[config.mk]
export PLATFORM = sky130hd
export DESIGN_NAME = mem_fifo_ctrl
export DESIGN_NICKNAME = d
export VERILOG_FILES = /design/src/rtl/mem_fifo_pkg.sv /design/src/rtl/mem_fifo_ptr.sv /design/src/rtl/mem_fifo_ctrl.sv
export SDC_FILE = /design/constraint.sdc
export NUM_CORES = 1
export LEC_CHECK = 0
export CORE_MARGIN = 8
export CORE_UTILIZATION = 30
export DETAILED_ROUTE_END_ITERATION = 10
export PLACE_DENSITY = 0.57
export SYNTH_ARGS = -nofsm -noshare
export SYNTH_HDL_FRONTEND = slang
export SYNTH_HIERARCHICAL = 1
export SYNTH_SLANG_ARGS = --single-unit
[constraint.sdc]
create_clock -name clk -period 2.7 [get_ports clk]
set_input_delay 0.675 -clock clk [delete_from_list [all_inputs] [get_ports clk]]
set_output_delay 0.675 -clock clk [all_outputs]
set_load 0.01 [all_outputs]
[src/rtl/mem_fifo_pkg.sv]
// ============================================================================
// mem_fifo_pkg : shared defaults, address-width helper and memory op encoding
// Revision 1.0 - initial release
// ============================================================================
`default_nettype none

package mem_fifo_pkg;

  localparam int WIDTH_DEF = 8;
  localparam int DEPTH_DEF = 8;

  // One-hot memory operation encoding: bit0 = write, bit1 = read
  localparam logic [1:0] C_OP_IDLE = 2'b00;
  localparam logic [1:0] C_OP_WR   = 2'b01;
  localparam logic [1:0] C_OP_RD   = 2'b10;

  function automatic int aw_of(input int depth);
    int a;
    a = 0;
    for (int i = 0; i < 31; i++) begin
      if ((1 << i) < depth) a = i + 1;
    end
    return a;
  endfunction

endpackage

`default_nettype wire

[src/rtl/mem_fifo_ptr.sv]
// ============================================================================
// mem_fifo_ptr : AW-bit wrap-around pointer with increment enable
// Revision 1.0 - initial release
// ============================================================================
`default_nettype none

module mem_fifo_ptr #(
  parameter int AW = 3
) (
  input  logic          clk,
  input  logic          rst_n,
  input  logic          inc,
  output logic [AW-1:0] ptr
);

  logic [AW-1:0] r_ptr;

  // Depth is a power of two, so natural overflow gives the DEPTH-1 -> 0 wrap
  always_ff @(posedge clk or negedge rst_n) begin
    if (!rst_n)   r_ptr <= '0;
    else if (inc) r_ptr <= r_ptr + AW'(1);
  end

  assign ptr = r_ptr;

endmodule

`default_nettype wire

[src/rtl/mem_fifo_ctrl.sv]
// ============================================================================
// mem_fifo_ctrl : valid/ready FIFO controller in front of a 1-port sync memory
// Optional MEM_FIFO_BYPASS_EN: empty-FIFO pushes go straight to the output reg
// Revision 1.0 - initial release
// ============================================================================
`default_nettype none

module mem_fifo_ctrl
  import mem_fifo_pkg::*;
#(
  parameter  int WIDTH = WIDTH_DEF,
  parameter  int DEPTH = DEPTH_DEF,
  localparam int AW    = aw_of(DEPTH)
) (
  input  logic             clk,
  input  logic             rst_n,
  input  logic             in_valid,
  output logic             in_ready,
  input  logic [WIDTH-1:0] in_data,
  output logic             out_valid,
  input  logic             out_ready,
  output logic [WIDTH-1:0] out_data,
  output logic             mem_wr,
  output logic             mem_rd,
  output logic [AW-1:0]    mem_addr,
  output logic [WIDTH-1:0] mem_wdata,
  input  logic [WIDTH-1:0] mem_rdata,
  output logic [AW:0]      count
);

  localparam logic [AW:0] C_FULL = (AW+1)'(DEPTH);

  logic [AW:0]      r_mcount;
  logic             r_rd_pend;
  logic             r_out_valid;
  logic [WIDTH-1:0] r_out_data;
  logic [AW-1:0]    w_wptr;
  logic [AW-1:0]    w_rptr;
  logic             w_rd_go;
  logic             w_push;
  logic             w_bypass;
  logic [1:0]       w_mem_op;

  assign count = r_mcount + {{AW{1'b0}}, r_rd_pend} + {{AW{1'b0}}, r_out_valid};

  assign w_rd_go  = (r_mcount != '0) && !r_rd_pend && (!r_out_valid || out_ready);
  assign in_ready = (r_mcount != C_FULL) && !w_rd_go;
  assign w_push   = in_valid && in_ready;

`ifdef MEM_FIFO_BYPASS_EN
  // Output register is free (or being freed) and nothing older is queued
  assign w_bypass = w_push && (r_mcount == '0) && !r_rd_pend && (!r_out_valid || out_ready);
`else
  assign w_bypass = 1'b0;
`endif

  assign w_mem_op  = w_rd_go             ? C_OP_RD :
                     (w_push && !w_bypass) ? C_OP_WR : C_OP_IDLE;
  assign mem_wr    = (w_mem_op == C_OP_WR);
  assign mem_rd    = (w_mem_op == C_OP_RD);
  assign mem_addr  = w_rd_go ? w_rptr : w_wptr;
  assign mem_wdata = in_data;

  mem_fifo_ptr #(.AW(AW)) u_wptr (
    .clk   (clk),
    .rst_n (rst_n),
    .inc   (mem_wr),
    .ptr   (w_wptr)
  );

  mem_fifo_ptr #(.AW(AW)) u_rptr (
    .clk   (clk),
    .rst_n (rst_n),
    .inc   (mem_rd),
    .ptr   (w_rptr)
  );

  always_ff @(posedge clk or negedge rst_n) begin
    if (!rst_n) begin
      r_mcount  <= '0;
      r_rd_pend <= 1'b0;
    end else begin
      r_rd_pend <= mem_rd;
      if (mem_wr)      r_mcount <= r_mcount + (AW+1)'(1);
      else if (mem_rd) r_mcount <= r_mcount - (AW+1)'(1);
    end
  end

  // A capture takes precedence over a pop so the head never goes invalid mid-stream
  always_ff @(posedge clk or negedge rst_n) begin
    if (!rst_n) begin
      r_out_valid <= 1'b0;
      r_out_data  <= '0;
    end else if (r_rd_pend) begin
      r_out_valid <= 1'b1;
      r_out_data  <= mem_rdata;
    end else if (w_bypass) begin
      r_out_valid <= 1'b1;
      r_out_data  <= in_data;
    end else if (r_out_valid && out_ready) begin
      r_out_valid <= 1'b0;
    end
  end

  assign out_valid = r_out_valid;
  assign out_data  = r_out_data;

endmodule

`default_nettype wire
==> results.json, run 1 <==
{
  "status": "finished clean",
  "grt_max_degree": 21,
  "finalCritPeriodShare_pct": 94.0,
  "finalSetupViolations": 0,
  "cp-startpoint": "r_mcount[0]$_DFFE_PN0P_",
  "numClockSinks": 20,
  "hold_buffers": 0,
  "pwr_cell_area_nw_per_um2": 1400,
  "worst_skew_pair.late_latency_ns": 0.25,
  "worst_setup_hold_path_clk_slew_ns": 0.08,
  "r2r-end": "r_mcount[3]$_DFFE_PN0P_",
  "gr-total-overflow": 0,
  "h-tree-depth": 1,
  "rsz0062_at_grt": "false",
  "synth_async_sr_flop_share_pct": 100,
  "worstPathRequired_ns": 2.03,
  "fin_worst_skew_ns": 0.000918,
  "synth_area_leader_cell": "sky130_fd_sc_hd__dfrtp_1",
  "synth.lib_cells_used.distinct": 29,
  "finalWorstPathRequiredPeriod_ns": 2.54,
  "final_core_utilization_pct": 43.4,
  "drt_drc_violations_left": 0,
  "worstSetupStartpointType": "flip-flop",
  "synth_warnings": 6,
  "num_vias": 820,
  "count_of_state_elements_after_synthesis": 20,
  "postSynthNetCount": 121,
  "detailedPlace.worstSlack_ns": -0.305,
  "timing.critical_path.cells": "inv_1 > fa_1 > inv_1 > ha_1 > clkdlybuf4s50_1",
  "final_antenna_net_count": 0,
  "num-nets-final": 161,
  "grt_first_pass_wirelength_um": 4230,
  "post_route_cells_drive_above_1_share_pct": 28.6,
  "ys_dominant_reg_cell": "sky130_fd_sc_hd__dfrtp_1",
  "initial_core_util_pct": 30.9,
  "worstHoldPathCells": 1,
  "sequential_area_share_after_synthesis_pct": 44.9,
  "netlist_area_sq_um": 1110,
  "die-width_um": 77.0,
  "power.ir.vdd_worst_mv": 0.509,
  "synth_top_cells_by_area": "sky130_fd_sc_hd__dfrtp_1 45%, sky130_fd_sc_hd__mux2_2 12%, sky130_fd_sc_hd__ha_1 5.6%, sky130_fd_sc_hd__buf_4 5.4%, sky130_fd_sc_hd__xor2_1 3.9%",
  "worstPathArrival_ns": 1.86,
  "max-slew-margin-rel_pct": 75.9,
  "globalRouteTotalUtil_pct": 8.62,
  "maxCapViolations": 0,
  "numCtsBuffers": 3,
  "n_antenna_cell": 0,
  "core_region_area_sq_um": 3610,
  "crit_path_max_incr_delay_ns": 0.48,
  "first_global_vias": 945,
  "origin_of_the_critical_flop_to_flop_path": "r_mcount[1]$_DFFE_PN0P_",
  "place.gp.congestion": 0.770,
  "place_hpwl_um": 1820,
  "holdCritStartpoint": "u_rptr/ptr[2]$_DFFE_PN0P_",
  "die_y_um": 77.0,
  "post-synth-top-area-fraction_pct": 44.9,
  "placementRows": 22,
  "setup.worst_path.end_class": "primary output",
  "timing_hold_violations_final": 0,
  "drt_first_iter_violations": 9,
  "p_leak_nw": 0.709,
  "timing.critical_path.mode_cell": "sky130_fd_sc_hd__inv_1",
  "timing.reg2reg.setup_slack_ns": 0.22,
  "port_buffers": 30,
  "slew_violations": 0,
  "worst_path_class_setup": "flip-flop to primary output",
  "routedWlPerCell_um": 13.1,
  "top_ports": 47,
  "grt_antenna_before_repair": 0,
  "cts.root.buffer_cell": "sky130_fd_sc_hd__clkbuf_8",
  "synth_area_per_inst_sq_um": 11.9,
  "area_growth_pct": 40.4,
  "hp-class": "flip-flop to flip-flop",
  "routed_via_density": 4.53,
  "cp_max_fo": 3,
  "maxClockFrequency_mhz": 394,
  "worst-r2r-cell-count": 9,
  "clockBufferDepth": 2,
  "worstSetupEndpoint": "count[1]",
  "worst_path_max_delay_cell": "sky130_fd_sc_hd__clkdlybuf4s50_1",
  "post_synth_most_frequent_cells": "20 x sky130_fd_sc_hd__dfrtp_1, 12 x sky130_fd_sc_hd__mux2_2, 8 x sky130_fd_sc_hd__buf_4",
  "synth_edf_count": 0,
  "timing.final.ws_setup_ns": 0.163,
  "postSynthCellCount": 94,
  "cts_tree": "built",
  "synthMostInstantiatedCell": "sky130_fd_sc_hd__dfrtp_1",
  "worst_slew_pin_slew_ns": 0.361,
  "detailedRoute.firstPassIterationCount": 4,
  "nFillCells": 360,
  "die_area_sq_um": 5920,
  "routed_wirelength_um": 2370
}
## stage by stage
stage / instances / area (sq um) / hold WS [ns] / total power [W] / setup TNS (ns)
2_1_floorplan: 94 / 1110 / 0.379 / 0.00134 / 0
3_3_place_gp: 175 / 1500 / 0.458 / 0.00199 / -1.70
3_5_place_dp: 175 / 1500 / 0.462 / 0.00203 / -1.75
4_1_cts: 181 / 1560 / 0.472 / 0.00224 / 0
5_1_grt: 181 / 1570 / 0.513 / 0.00240 / 0
6_report: 181 / 1570 / 0.465 / 0.00219 / 0
## power breakdown
part / switching [W] / internal (W)
sequential: 0.000104 / 0.000461
clock: 0.000100 / 0.000130
combinational: 0.000593 / 0.000806
total: 0.000797 / 0.00140
## worst max-delay path: cells and delay by family (launching register included)
kind	cells	cell delay, ns
buf+inv	3	0.63
fa+ha+maj	2	0.60
flops	1	0.38
## worst min path at each step
stage                                     end  slack, ns
floorplan             out_data[0]$_DFFE_PN0P_       0.38
global placement    u_rptr/ptr[2]$_DFFE_PN0P_       0.46
detailed placement  u_rptr/ptr[2]$_DFFE_PN0P_       0.46
CTS                 u_rptr/ptr[2]$_DFFE_PN0P_       0.47
global route        u_wptr/ptr[2]$_DFFE_PN0P_       0.51
finish              u_rptr/ptr[2]$_DFFE_PN0P_       0.47
## final cells by class
| cell class | count | area [sq um] | area share [%] |
|---|---|---|---|
| Tap cell | 48 | 60.1 | 3.84 |
| Timing Repair Buffer | 44 | 392 | 25.0 |
| Sequential cell | 20 | 500 | 32.0 |
| Inverter | 7 | 26.3 | 1.68 |
| Clock buffer | 4 | 55.1 | 3.52 |
| Multi-Input combinational cell | 58 | 532 | 34.0 |
## cell families after synthesis
group / count (synthesis) / share of synthesized area [%]
multiplexers: 14 / 14.8
flip-flops: 20 / 44.9
adder cells (fa/ha/maj): 7 / 9.20
AND/OR/NAND/NOR: 17 / 8.53
buffers and inverters: 16 / 8.08
AO/OA/AOI/OAI: 13 / 8.98
XOR/XNOR: 7 / 5.50
## metal layers
layer  GRT usage (%)  vias to the layer above  wire length (um)
met4            5.00                        0                38
met5               0                        -                 0
met2            14.0                       23              1120
li1                -                      395                 -
met1            9.56                      398              1040
met3            2.91                        4               175
## flip-flops by register name (all words and copies together), names as in the netlist
name	flops
out_data	8
u_wptr/ptr	3
r_rd_pend	1
r_mcount	4
u_rptr/ptr	3
out_valid	1
## cell usage in the layout, fill, tap and decap left out, types with 2 or more instances in the layout
cell,n
sky130_fd_sc_hd__a21o_1,2
sky130_fd_sc_hd__a21oi_1,3
sky130_fd_sc_hd__buf_2,2
sky130_fd_sc_hd__buf_4,14
sky130_fd_sc_hd__clkbuf_8,4
sky130_fd_sc_hd__clkdlybuf4s50_1,21
sky130_fd_sc_hd__dfrtp_1,20
sky130_fd_sc_hd__dlygate4sd2_1,5
sky130_fd_sc_hd__fa_1,2
sky130_fd_sc_hd__ha_1,5
sky130_fd_sc_hd__inv_1,7
sky130_fd_sc_hd__mux2_2,12
sky130_fd_sc_hd__mux2_4,2
sky130_fd_sc_hd__nand2_1,4
sky130_fd_sc_hd__nand3_1,3
sky130_fd_sc_hd__o21ai_0,3
sky130_fd_sc_hd__o221a_1,2
sky130_fd_sc_hd__xnor2_1,2
sky130_fd_sc_hd__xor2_1,5
## repair_timing
item | 4_1_cts | 5_1_grt
buffers inserted | 2 | 0
resized for setup | 16 | 1
setup endpoints to repair | 9 | 1
pin swaps | 1 | 0
Note: power is estimated with default switching activity, not from simulation.
==> inputs of run 2 (changes only) <==
Settings changed: CORE_MARGIN 8 to 2.
==> results.json, run 2 (synthesized netlist as in run 1, its figures left out) <==
{
  "maxClockFrequency_mhz": 378,
  "met1_routing_resource_usage_after_global_routing_pct": 16.0,
  "power_frac_clock_pct": 12.7,
  "routed_wirelength_um": 2310,
  "worstPathRequired_ns": 2.03,
  "combinational_fraction_of_design_power_pct": 63.4,
  "placementRows": 22,
  "max-slew-margin-rel_pct": 76.3,
  "final_antenna_net_count": 0,
  "timing_hold_violations_final": 0,
  "hold_buffers": 0,
  "grt.met2_usage_pct": 19.1,
  "die-width_um": 65.0,
  "n_antenna_cell": 0,
  "numCtsBuffers": 3,
  "worst_setup_hold_path_clk_slew_ns": 0.08,
  "seq_power_share_pct": 24.0,
  "origin_of_the_critical_flop_to_flop_path": "r_mcount[1]$_DFFE_PN0P_",
  "place.gp.congestion": 0.739,
  "die_y_um": 65.0,
  "worst_slew_pin_slew_ns": 0.354,
  "worstSetupEndpoint": "mem_addr[2]",
  "status": "finished clean",
  "internal_power_w": 0.00155,
  "worstPathArrival_ns": 1.97,
  "h-tree-depth": 1,
  "timing.reg2reg.setup_slack_ns": 0.31,
  "cp-startpoint": "r_mcount[1]$_DFFE_PN0P_",
  "globalRouteTotalUtil_pct": 12.2,
  "drt_drc_violations_left": 0,
  "worstSetupStartpointType": "flip-flop",
  "clockBufferDepth": 2,
  "fin_worst_skew_ns": 0.00380,
  "nFillCells": 333,
  "gr-total-overflow": 0,
  "num-nets-final": 167,
  "grt_max_degree": 21,
  "rsz0062_at_grt": "false",
  "grt_first_pass_wirelength_um": 3910,
  "timing.final.ws_setup_ns": 0.0537,
  "port_buffers": 30,
  "drt_first_iter_violations": 16,
  "power.switching_w": 0.000814,
  "place_hpwl_um": 1750,
  "finalWorstPathRequiredPeriod_ns": 2.65,
  "pwr_cell_area_nw_per_um2": 1440,
  "core_region_area_sq_um": 3610,
  "final_cells": 187,
  "layout_commonest_cell": "sky130_fd_sc_hd__clkdlybuf4s50_1",
  "holdCritStartpoint": "u_rptr/ptr[2]$_DFFE_PN0P_",
  "grt_most_used_layer": "met2",
  "slew_violations": 0,
  "final_core_utilization_pct": 45.7,
  "power.ir.vdd_worst_mv": 0.559,
  "grt_antenna_before_repair": 0,
  "placement.cell_area_sq_um": 1520,
  "tns_ns": 0,
  "routedWlPerCell_um": 12.3,
  "timing.critical_path.cells": "or3_4 > o211a_4 > buf_12 > mux2_2 > dlygate4sd2_1",
  "finalSetupViolations": 0,
  "hp-class": "flip-flop to flip-flop",
  "first_global_vias": 871,
  "cp.depth": 5,
  "die_area_sq_um": 4220,
  "setup.worst_path.end_class": "primary output",
  "detailedRoute.firstPassIterationCount": 3,
  "cts.root.buffer_cell": "sky130_fd_sc_hd__clkbuf_8",
  "cts_tree": "built",
  "numClockSinks": 20,
  "detailedPlace.worstSlack_ns": -0.336,
  "post_route_cells_drive_above_1_share_pct": 31.7,
  "critPathTopFamily": "buffers and inverters",
  "r2r-end": "r_mcount[3]$_DFFE_PN0P_",
  "finalCritPeriodShare_pct": 98.0,
  "groute.layer.met3.usage_pct": 2.43,
  "worst-r2r-cell-count": 9,
  "cp_max_fo": 4,
  "worst_path_max_delay_cell": "sky130_fd_sc_hd__or3_4",
  "power_switching_share_pct": 34.4,
  "initial_core_util_pct": 30.9,
  "maxCapViolations": 0,
  "post-place-cells": 178,
  "critical_path.n_buffers_inverters": 2,
  "post_route_design_area_sq_um": 1650,
  "worst_path_class_setup": "flip-flop to primary output",
  "worstHoldPathCells": 1,
  "num_vias": 849,
  "largest_reg_flops": 8,
  "layout.cells.most_common_list": "22 x sky130_fd_sc_hd__clkdlybuf4s50_1, 20 x sky130_fd_sc_hd__dfrtp_1, 19 x sky130_fd_sc_hd__buf_4",
  "top_ports": 47,
  "worst_skew_pair.late_latency_ns": 0.26,
  "area_growth_pct": 47.9,
  "crit_path_max_incr_delay_ns": 0.41,
  "p_leak_nw": 0.754,
  "routed_via_density": 4.54
}
[run 2: cell count changes in the layout (fill, tap and decap cells not counted)]
cell / previous run / this run
sky130_fd_sc_hd__buf_2: 2 / 1
sky130_fd_sc_hd__clkbuf_8: 4 / 3
sky130_fd_sc_hd__clkdlybuf4s50_1: 21 / 22
sky130_fd_sc_hd__nor3_1: 1 / 0
sky130_fd_sc_hd__nor3_2: 0 / 1
sky130_fd_sc_hd__buf_12: 0 / 1
sky130_fd_sc_hd__bufinv_16: 0 / 1
sky130_fd_sc_hd__buf_4: 14 / 19
[run 2: power groups by stage]
| stage | registers (W) | logic [W] | clock network [W] |
|---|---|---|---|
| after floorplan | 0.000608 | 0.000733 | 0 |
| after global placement | 0.000571 | 0.00145 | 0 |
| after detailed placement | 0.000579 | 0.00148 | 0 |
| after CTS | 0.000570 | 0.00152 | 0.000307 |
| after global routing | 0.000590 | 0.00166 | 0.000324 |
| final | 0.000568 | 0.00150 | 0.000300 |
[run 2: stage by stage]
stage          hold WS, ns  total power, W
2_1_floorplan        0.379         0.00134
3_3_place_gp         0.461         0.00202
3_5_place_dp         0.470         0.00206
4_1_cts              0.486         0.00240
5_1_grt              0.518         0.00258
6_report             0.480         0.00237
[run 2: worst min-delay path by stage]
| stage | to | slack [ns] |
|---|---|---|
| after global routing | u_rptr/ptr[2]$_DFFE_PN0P_ | 0.52 |
| final | u_rptr/ptr[2]$_DFFE_PN0P_ | 0.48 |
| after floorplan | out_data[0]$_DFFE_PN0P_ | 0.38 |
| after global placement | u_rptr/ptr[2]$_DFFE_PN0P_ | 0.46 |
| after detailed placement | u_rptr/ptr[2]$_DFFE_PN0P_ | 0.47 |
| after CTS | u_rptr/ptr[2]$_DFFE_PN0P_ | 0.49 |
[run 2: repair_timing]
item | 4_1_cts | 5_1_grt
endpoints found under the setup margin | 8 | 2
setup buffers | 5 | 0
pin swaps | 1 | 0
resized for setup | 11 | 3
endpoints found under the hold margin | 0 | 0
[run 2: layer usage]
metal | part of all wire, % | wire length [um]
met5 | 0 | 0
met2 | 48 | 1110
met3 | 4.0 | 93
met1 | 46 | 1070
met4 | 1.5 | 34
[run 2: final cells by class]
class                      count  area (sq um)  share of cell area, %
multi-input combinational     58           537                   32.5
sequential                    20           500                   30.3
timing repair buffer          50           454                   27.5
tap                           48          60.1                   3.64
clock buffer                   3          41.3                   2.50
clock inverter                 1          30.0                   1.82
inverter                       7          26.3                   1.59
==> inputs of run 3 (changes only) <==
Settings changed: CORE_UTILIZATION 30 to 42, PLACE_DENSITY 0.57 to 0.76.
==> results.json, run 3 (synthesized netlist as in run 1, its figures left out) <==
{
  "die_y_um": 55.5,
  "routedWlPerCell_um": 14.5,
  "clockBufferDepth": 2,
  "gr-total-overflow": 0,
  "num-nets-final": 160,
  "final_cells": 162,
  "h-tree-depth": 1,
  "status": "finished clean",
  "top_ports": 47,
  "globalRouteTotalUtil_pct": 16.6,
  "finalWorstPathRequiredPeriod_ns": 2.63,
  "core_region_area_sq_um": 2500,
  "final_core_utilization_pct": 60.8,
  "hold_buffers": 0,
  "rsz0062_at_grt": "false",
  "routed_via_density": 5.09,
  "nFillCells": 210,
  "post_route_cells_drive_above_1_share_pct": 31.1,
  "grt_most_used_layer": "met2",
  "slew_violations": 0,
  "placementRows": 18,
  "numCtsBuffers": 3,
  "place_hpwl_um": 1860,
  "layout_commonest_cell": "sky130_fd_sc_hd__clkdlybuf4s50_1",
  "finalSetupViolations": 0,
  "pwr_cell_area_nw_per_um2": 1410,
  "met1_routing_resource_usage_after_global_routing_pct": 20.2,
  "grt.met2_usage_pct": 28.6,
  "power.ir.vdd_worst_mv": 0.895,
  "grt_first_pass_wirelength_um": 4050,
  "detailedPlace.worstSlack_ns": -0.282,
  "place.gp.congestion": 0.898,
  "drt_drc_violations_left": 0,
  "grt_antenna_before_repair": 0,
  "detailedRoute.firstPassIterationCount": 4,
  "timing.reg2reg.setup_slack_ns": 0.14,
  "worstSetupStartpointType": "input pin",
  "timing.final.ws_setup_ns": 0.0733,
  "layout.cells.most_common_list": "22 x sky130_fd_sc_hd__clkdlybuf4s50_1, 19 x sky130_fd_sc_hd__dfrtp_1, 13 x sky130_fd_sc_hd__buf_4",
  "worst_path_class_setup": "input pin to primary output",
  "first_global_vias": 885,
  "timing_hold_violations_final": 0,
  "largest_reg_flops": 8,
  "hp-class": "flip-flop to flip-flop",
  "numClockSinks": 20,
  "holdWs_ns": 0.474,
  "worst_setup_hold_path_clk_slew_ns": 0.10,
  "fin_worst_skew_ns": 0.00782,
  "n_antenna_cell": 0,
  "maxClockFrequency_mhz": 381,
  "finalCritPeriodShare_pct": 97.3,
  "worstPathArrival_ns": 1.95,
  "maxCapViolations": 0,
  "port_buffers": 30,
  "cts_tree": "built",
  "die_area_sq_um": 3080,
  "max-slew-margin-rel_pct": 73.1,
  "cts.root.buffer_cell": "sky130_fd_sc_hd__clkbuf_4",
  "groute.layer.met3.usage_pct": 6.09,
  "area_growth_pct": 36.3,
  "p_leak_nw": 0.686,
  "worstPathRequired_ns": 2.03,
  "post-place-cells": 156,
  "routed_wirelength_um": 2350,
  "cp_max_fo": 5,
  "num_vias": 824,
  "drt_first_iter_violations": 15,
  "final_antenna_net_count": 0,
  "die-width_um": 55.5,
  "worst_skew_pair.late_latency_ns": 0.30,
  "initial_core_util_pct": 44.6,
  "worst_slew_pin_slew_ns": 0.402,
  "setup.worst_path.end_class": "primary output",
  "grt_max_degree": 21
}
[run 3: critical path: stages]
cell and delay, ns:
sky130_fd_sc_hd__clkdlybuf4s50_1 0.48, sky130_fd_sc_hd__nand2b_4 0.13, sky130_fd_sc_hd__o211a_4 0.19, sky130_fd_sc_hd__mux2_2 0.33, sky130_fd_sc_hd__buf_2 0.14
[run 3: worst paths after layout]
kind                                            from                        end  depth (start not counted)
setup / recovery                           out_ready                mem_addr[2]                          5
hold / removal             u_rptr/ptr[2]$_DFFE_PN0P_  u_rptr/ptr[2]$_DFFE_PN0P_                          1
setup reg to reg             r_mcount[0]$_DFFE_PN0P_    r_mcount[3]$_DFFE_PN0P_                         10
hold reg to reg            u_rptr/ptr[2]$_DFFE_PN0P_  u_rptr/ptr[2]$_DFFE_PN0P_                          1
max in group asynchronous                      rst_n    r_mcount[0]$_DFFE_PN0P_                          2
min in group asynchronous                      rst_n  u_wptr/ptr[2]$_DFFE_PN0P_                          2
[run 3: repair_timing]
item                                   CTS  global route
setup buffers                            2             0
endpoints found under the hold margin    0             0
setup endpoints to repair                9             1
resized for setup                       19             2
[run 3: final cells by class]
| type | instances | area, sq um | area share, % |
|---|---|---|---|
| clock buffer | 4 | 36.3 | 2.39 |
| inverter | 7 | 26.3 | 1.73 |
| multi-input combinational | 58 | 541 | 35.6 |
| sequential | 20 | 502 | 33.0 |
| tap | 30 | 37.5 | 2.47 |
| timing repair buffer | 43 | 377 | 24.8 |
[run 3: power by group]
part / total, W / internal, W / switching (W)
Clock: 0.000170 / 0.0000822 / 0.0000879
Sequential: 0.000569 / 0.000462 / 0.000107
Combinational: 0.00141 / 0.000797 / 0.000613
[run 3: stage by stage]
stage	total power [W]	cell area (sq um)	setup TNS, ns
after floorplan	0.00134	1110	0
after global placement	0.00195	1470	-1.38
after detailed placement	0.00202	1470	-1.53
after CTS	0.00215	1510	0
after global routing	0.00232	1520	0
final	0.00215	1520	0
[run 3: per-layer routing]
layer	vias to the layer above	part of all wire, %
li1	395	-
met1	399	40
met2	30	54
met3	0	6.6
met4	0	0
met5	-	0
